<file path="src/rtl/countdown_timer.sv">
// countdown_timer: per-player chess clock counting M:SS down once per second while flag is high.
//   clock       - system clock, rising edge
//   reset       - asynchronous active-high, reloads START_MINS:00 and clears the prescaler
//   flag        - run enable; low pauses and holds all state, including the partial second
//   SegMins     - minutes digit, active-low {g,f,e,d,c,b,a}
//   SegSecTens  - tens-of-seconds digit, same encoding
//   SegSecUnits - units-of-seconds digit, same encoding
module countdown_timer #(
    parameter int TICK_CYCLES = 50_000_000,
    parameter int START_MINS  = 5
) (
    input  logic       clock,
    input  logic       reset,
    input  logic       flag,
    output logic [6:0] SegMins,
    output logic [6:0] SegSecTens,
    output logic [6:0] SegSecUnits
);
    localparam int PW = (TICK_CYCLES > 1) ? $clog2(TICK_CYCLES) : 1;
    localparam logic [PW-1:0] lastCount = PW'(TICK_CYCLES - 1);
    localparam logic [3:0] startMins = 4'(START_MINS);

    logic [PW-1:0] prescale;
    logic [3:0] mins, tens, units;
    logic expired, running, tick;

    // Once 0:00 is reached the prescaler freezes, so there is never an underflow to 9:59.
    assign expired = (mins == 4'd0) && (tens == 4'd0) && (units == 4'd0);
    assign running = flag && !expired;
    assign tick = running && (prescale == lastCount);

    always_ff @(posedge clock or posedge reset) begin
        if (reset) begin
            prescale <= '0;
            mins <= startMins;
            tens <= 4'd0;
            units <= 4'd0;
        end else if (running) begin
            prescale <= tick ? '0 : prescale + 1'b1;
            if (tick) begin
                units <= (units != 4'd0) ? units - 4'd1 : 4'd9;
                if (units == 4'd0) begin
                    tens <= (tens != 4'd0) ? tens - 4'd1 : 4'd5;
                    if (tens == 4'd0)
                        mins <= mins - 4'd1;
                end
            end
        end
    end

    function automatic logic [6:0] segOf(input logic [3:0] digit);
        case (digit)
            4'd0: segOf = 7'h40;
            4'd1: segOf = 7'h79;
            4'd2: segOf = 7'h24;
            4'd3: segOf = 7'h30;
            4'd4: segOf = 7'h19;
            4'd5: segOf = 7'h12;
            4'd6: segOf = 7'h02;
            4'd7: segOf = 7'h78;
            4'd8: segOf = 7'h00;
            4'd9: segOf = 7'h10;
            default: segOf = 7'h7F;
        endcase
    endfunction

    always_comb begin
        SegMins = segOf(mins);
        SegSecTens = segOf(tens);
        SegSecUnits = segOf(units);
    end
endmodule

</file>
<file path="config.mk">
export PLATFORM = sky130hd
export DESIGN_NAME = countdown_timer
export DESIGN_NICKNAME = d
export VERILOG_FILES = /design/src/rtl/countdown_timer.sv
export SDC_FILE = /design/constraint.sdc
export NUM_CORES = 1
export LEC_CHECK = 0
export CELL_PAD_IN_SITES_DETAIL_PLACEMENT = 1
export CELL_PAD_IN_SITES_GLOBAL_PLACEMENT = 2
export CORE_ASPECT_RATIO = 1.25
export CORE_MARGIN = 8
export CORE_UTILIZATION = 39
export CTS_CLUSTER_SIZE = 28
export DETAILED_ROUTE_END_ITERATION = 7
export PLACE_DENSITY_LB_ADDON = 0.1
export SLEW_MARGIN = 20
export SYNTH_ARGS = -nofsm -noshare
export SYNTH_HDL_FRONTEND = slang
export SYNTH_SLANG_ARGS = --single-unit
</file>
<file path="constraint.sdc">
create_clock -name clock -period 6.1 [get_ports clock]
set_input_delay 0.915 -clock clock [delete_from_list [all_inputs] [get_ports clock]]
set_output_delay 0.915 -clock clock [all_outputs]
set_load 0.02 [all_outputs]
</file>
==> results of run 1 <==
critical path: cells and delay by family (launching register included):
family	cells	cell delay, ps
adder cells (fa/ha/maj)	1	230
buffers and inverters	2	710
flip-flops	1	420
AND/OR/NAND/NOR	2	340
AO/OA/AOI/OAI	1	200
per-stage QoR:
| step | utilization | hold slack (ps) | setup WS, ps |
|---|---|---|---|
| floorplan | - | 465 | 3630 |
| global placement | 0.438 | 493 | 3150 |
| detailed placement | 0.438 | 496 | 3120 |
| CTS | 0.454 | 508 | 2960 |
| global route | 0.454 | 529 | 2830 |
| finish | 0.454 | 508 | 2990 |
where the power goes:
group	internal, W	switching, W
Clock	0.000120	0.0000940
Combinational	0.0000310	0.0000437
Sequential	0.000272	0.0000270
flip-flops by register name, summed over array words and instances, names as in the netlist:
register  cells
prescale     26
mins          4
tens          4
units         4
layout make-up:
type / instances / area, um^2
Fill cell: 796 / 3720
Multi-Input combinational cell: 238 / 1620
Sequential cell: 38 / 953
Timing Repair Buffer: 24 / 238
Tap cell: 90 / 113
Clock buffer: 5 / 68.8
Inverter: 16 / 60.1
Clock inverter: 3 / 40.0
routing by layer:
metal / routed length, um / GRT usage
met5: 0 / 0
met4: 126 / 0.0536
met3: 176 / 0.0262
met2: 3600 / 0.281
met1: 2960 / 0.153
cell usage after synthesis, types with 2 or more instances:
cell type / number
or3_1: 5
nand2_1: 30
o21ai_0: 19
a21oi_1: 24
mux2i_1: 6
or4_1: 3
or4b_1: 2
nand2b_1: 4
ha_1: 20
clkbuf_1: 3
nand4_1: 14
and2_1: 2
and3_1: 5
a22o_1: 2
nor3b_1: 2
buf_2: 5
a31oi_1: 4
nor4_1: 2
dfstp_2: 2
xor2_1: 5
o311ai_0: 2
inv_1: 15
or2_2: 5
o22ai_1: 2
o211ai_1: 3
nor4_4: 3
mux2_2: 2
nor2_1: 23
xnor2_1: 9
dfrtp_1: 36
and4_1: 2
nor3_1: 8
nand3_1: 13
cell families after synthesis:
family                   Yosys count
adder cells (fa/ha/maj)           20
AO/OA/AOI/OAI                     62
flip-flops                        38
XOR/XNOR                          14
buffers and inverters             26
multiplexers                       8
AND/OR/NAND/NOR                  134
worst max path at each step:
stage                           endpoint  slack, ps
after floorplan               SegMins[4]       3630
after global placement      prescale[16]       3150
after detailed placement    prescale[16]       3120
after CTS                 SegSecUnits[0]       2960
after global routing      SegSecUnits[3]       2830
final                     SegSecUnits[0]       2990
==> flow_summary_export.csv, run 1 <==
group,metric,value,unit
run_status,status,"finished, final reports clean",
timing,rsz0062_at_grt,"no",
hold_path,min_from,"prescale[22]",
clocking,cts_setup_buffers,0,
route,avgRoutedWirePerCell,16.6,um
placed_design,dp_hpwl,5240,um
hold_path,min_delay_path_depth,1,
power,leakage,1.28,nW
worst_setup_path,path_cells,"inv_1 > ha_1 > or2_2 > a21oi_1 > nor2_1 > clkdlybuf4s50_1",
clocking,clock_path_buffers,2,
global_route,grt_first_pass_wirelength,11600,um
layout,fin_nets,346,
layout,layout_common_cells,"dfrtp_1 (36), nand2_1 (30), a21oi_1 (24)",
worst_setup_path,cp_max_fo,9,
clocking,cts_sinks,38,
synthesis,yosys_register_bits,38,
global_route,overflow,0,
die,die_h,109,um
worst_setup_path,start_kind,"flop",
timing,slew_viol_final,0,
layout,area_growth,15.1,%
global_route,antenna_found_initial,0,
layout,final-instance-count-excl-fill,414,
worst_setup_path,cp-end-kind,"output pin",
layout,drive_above_1_share,0.0926,
synthesis,ys_types,53,
synthesis,synth_top_family_by_area,"simple AND/OR/NAND/NOR gates",
worst_setup_path,critPathKind,"reg -> out",
worst_setup_path,startpoint,"units[1]",
route,routed_via_density,5.52,
timing,timing.fmax,322,MHz
clocking,h-tree-depth,2,
die,die_width,90.2,um
timing,hold_viol,0,
route,wirelength,6860,um
worst_setup_path,r2r_start,"units[1]",
placed_design,gp_routability_congestion,0.788,
placed_design,placed_cell_area,2980,um^2
timing,fin_crit_sh,0.509,
power,peakVddDrop,245,uV
clocking,cts_root_buf,"clkbuf_8",
synthesis,yosysWarnings,0,
clocking,clkTransAtPathRegs,80,ps
layout,layout.cells.most_common,"dfrtp_1",
synthesis,syn_area,2680,um^2
route,first_pass_iters,4,
die,io_pins,24,
synthesis,ys.flop_type,"dfrtp_1",
hold_path,hold_end,"prescale[22]",
timing,period_needed,3110,ps
die,start_util,0.394,
synthesis,synth-edff-count,0,
clocking,cts_tree,"yes",
synthesis,avgSynthCellArea,8.89,um^2
synthesis,synth_top_area_frac,0.336,
synthesis,synth_compound_area_frac,0.142,
layout,antenna_cells,0,
global_route,grt_max_degree,39,
worst_setup_path,rr_endpoint,"units[3]",
flow_run,cap_violations,0,
synthesis,yosysSeqAreaShare,0.355,
synthesis,synth-simple-area-share,0.290,
synthesis,muxShareOfSynthArea,0.0308,
die,coreArea,6810,um^2
timing,setup_viol,0,
worst_setup_path,slowest_delay,540,ps
timing,slew_headroom,0.510,
timing,finClkSkew,6.51,ps
die,dieArea,9810,um^2
synthesis,synth_top_area_cell,"dfrtp_1",
global_route,track_usage,0.145,
clocking,hold_buffers,0,
hold_path,hold_path_class,"reg -> reg",
power,total_power,0.000588,W
worst_setup_path,worstPathRequired,5180,ps
timing,tns,0,ps
route,drc,0,
die,rows,34,
global_route,grt_pass1_vias,2368,
route,ant_nets,0,
clocking,cts_made_buffers,5,
placed_design,placed_cells,406,
synthesis,synth_xor_area_frac,0.0457,
clocking,clk_latency,300,ps
synthesis,syn_inst,302,
synthesis,syn_nets,325,
layout,design_area,3090,um^2
placed_design,port_buffers,23,
synthesis,synth.area.top_cells,"dfrtp_1 (34%), ha_1 (9.3%), a21oi_1 (4.5%)",
worst_setup_path,crit_slowest_cell,"clkdlybuf4s50_1",
worst_setup_path,r2r_slack,3140,ps
clocking,postCtsResizedCells,0,
worst_setup_path,cp.arrival,2190,ps
synthesis,async_flop_share,1.00,
route,drtIter0Drc,47,
worst_setup_path,rr_worst_depth,7,
synthesis,synth-adder-area-share,0.0932,
route,via_count,2287,
power,powerDensity,191,nW/um^2
timing,tightest_slew,735,ps
Power figures use the tool's default switching activity.
==> inputs of run 2 (changes only) <==
- CORE_UTILIZATION: 39 -> 36
- clock period: 6.1 -> 3.1 ns (I/O delays scaled with it)
==> run 2 against run 1 <==
First-iteration DRC count grew 15%. Setup slack lost 2600 ps. Routed wire length grew 2.7%. Combinational power grew 100%. Die area grew 7.0%. Sequential power grew 98%. Global-route usage shrank 0.11 points. Sequential cell count is the same. Cell count grew 1.7%. Sequential share of layout area shrank 0.22 points. Critical path type unchanged. Largest power group unchanged.
==> flow_summary_export.csv, run 2 (synthesized netlist as in run 1, its figures left out) <==
group,metric,value,unit
timing,period_needed,2660,ps
layout,largest-register,"prescale",
die,rows,35,
power,leakage,1.29,nW
power,peakVddDrop,235,uV
die,coreArea,7310,um^2
route,drc,0,
layout,layout_common_cells,"dfrtp_1 (36), nand2_1 (30), a21oi_1 (24)",
clocking,cts_sinks,38,
clocking,cts_setup_buffers,0,
worst_setup_path,slowest_delay,550,ps
worst_setup_path,cp_max_fo,6,
power,switching_share,0.295,
clocking,cts_made_buffers,5,
timing,rsz0062_at_grt,"no",
worst_setup_path,path_cells,"inv_1 > ha_1 > or2_2 > a21oi_1 > a31oi_1 > clkdlybuf4s50_1",
route,wirelength,7050,um
clocking,cts_tree,"yes",
worst_setup_path,crit_slowest_cell,"clkdlybuf4s50_1",
clocking,h-tree-depth,2,
global_route,track_usage,0.144,
layout,multiInputGateArea,1620,um^2
placed_design,placed_cell_area,3020,um^2
route,ant_nets,0,
worst_setup_path,worstPathRequired,2630,ps
clocking,clock_path_buffers,2,
layout,final-instance-count-excl-fill,421,
timing,finClkSkew,4.86,ps
timing,setup_viol,0,
die,start_util,0.367,
timing,hold_viol,0,
clocking,postCtsResizedCells,0,
worst_setup_path,rr_worst_depth,7,
power,seq_power_share,0.537,
hold_path,min_delay_path_depth,1,
timing,fin_ws,444,ps
route,via_count,2314,
worst_setup_path,cp-end-kind,"output pin",
power,p_sw,0.000325,W
power,powerDensity,355,nW/um^2
timing,fin_crit_sh,0.857,
timing,tns,0,ps
global_route,grt_max_degree,39,
run_status,status,"finished, final reports clean",
global_route,antenna_found_initial,0,
layout,area_growth,15.9,%
layout,antenna_cells,0,
timing,timing.fmax,376,MHz
layout,fin_nets,351,
clocking,cts_root_buf,"clkbuf_8",
route,avgRoutedWirePerCell,16.7,um
power,internal_power,0.000778,W
worst_setup_path,start_kind,"flop",
layout,layout.cells.most_common,"dfrtp_1",
global_route,grt_first_pass_wirelength,12300,um
die,die_h,113,um
power,p_comb_frac,0.136,
layout,ff_latch_area,953,um^2
clocking,clkTransAtPathRegs,80,ps
placed_design,dp_hpwl,5370,um
die,io_pins,24,
route,drtIter0Drc,54,
hold_path,hold_path_class,"reg -> reg",
route,first_pass_iters,4,
timing,slew_viol_final,0,
global_route,grt_pass1_vias,2450,
placed_design,placed_cells,413,
placed_design,pre_cts_slack,511,ps
layout,design_area,3110,um^2
global_route,overflow,0,
worst_setup_path,cp.arrival,2190,ps
worst_setup_path,critPathKind,"reg -> out",
clocking,clk_latency,290,ps
die,dieArea,10500,um^2
power,p_clk_frac,0.327,
route,routed_via_density,5.50,
layout,nFillCells,861,
flow_run,cap_violations,0,
placed_design,port_buffers,23,
layout,utilization,0.425,
placed_design,gp_routability_congestion,0.777,
layout,drive_above_1_share,0.103,
timing,tightest_slew,598,ps
die,die_width,93.2,um
clocking,hold_buffers,0,
timing,slew_headroom,0.598,
layout,largest_reg_flops,26,
run 2: changes by cell type in the layout (fill, tap and decap cells not counted):
cell | before | now
bufinv_16 | 1 | 0
buf_4 | 1 | 6
clkbuf_8 | 5 | 6
clkbuf_1 | 0 | 1
clkinv_2 | 2 | 1
run 2: final timing paths:
kind | from | end | slack, ps
max reg2reg | units[1] | prescale[10] | 510
min reg2reg | prescale[22] | prescale[22] | 510
min in group asynchronous | reset | mins[3] | 590
max in group asynchronous | reset | mins[0] | 2140
min | prescale[22] | prescale[22] | 510
max | mins[1] | SegMins[3] | 440
run 2: worst max-delay path: cells and delay by family (launching register included):
family / cells / cell delay (ps)
simple gates: 1 / 270
buf+inv: 2 / 710
flops: 1 / 460
compound gates: 2 / 260
fa+ha+maj: 1 / 200
run 2: cell type report:
class,instances,share of cell area
multi-input combinational,238,0.519
sequential,38,0.307
timing repair buffer,29,0.0885
tap,92,0.0370
clock buffer,7,0.0278
inverter,16,0.0193
clock inverter,1,0.00161
run 2: power by group through the flow:
stage | Sequential, W | Clock, W | Combinational [W]
3_3_place_gp | 0.000600 | 0 | 0.000150
4_1_cts | 0.000593 | 0.000374 | 0.000152
2_1_floorplan | 0.000576 | 0 | 0.000132
5_1_grt | 0.000602 | 0.000390 | 0.000166
3_5_place_dp | 0.000602 | 0 | 0.000152
6_report | 0.000593 | 0.000361 | 0.000150
run 2: through the flow:
stage | total power (W) | hold slack, ps
after detailed placement | 0.000754 | 507
final | 0.00110 | 514
after global routing | 0.00116 | 554
after floorplan | 0.000708 | 465
after global placement | 0.000750 | 503
after CTS | 0.00112 | 518
run 2: layer usage:
| metal | part of all wire | track usage | vias to the layer above |
|---|---|---|---|
| li1 | - | - | 1139 |
| met1 | 0.44 | 0.166 | 1135 |
| met2 | 0.51 | 0.260 | 31 |
| met3 | 0.032 | 0.0207 | 9 |
| met4 | 0.016 | 0.0474 | 0 |
| met5 | 0 | 0 | - |
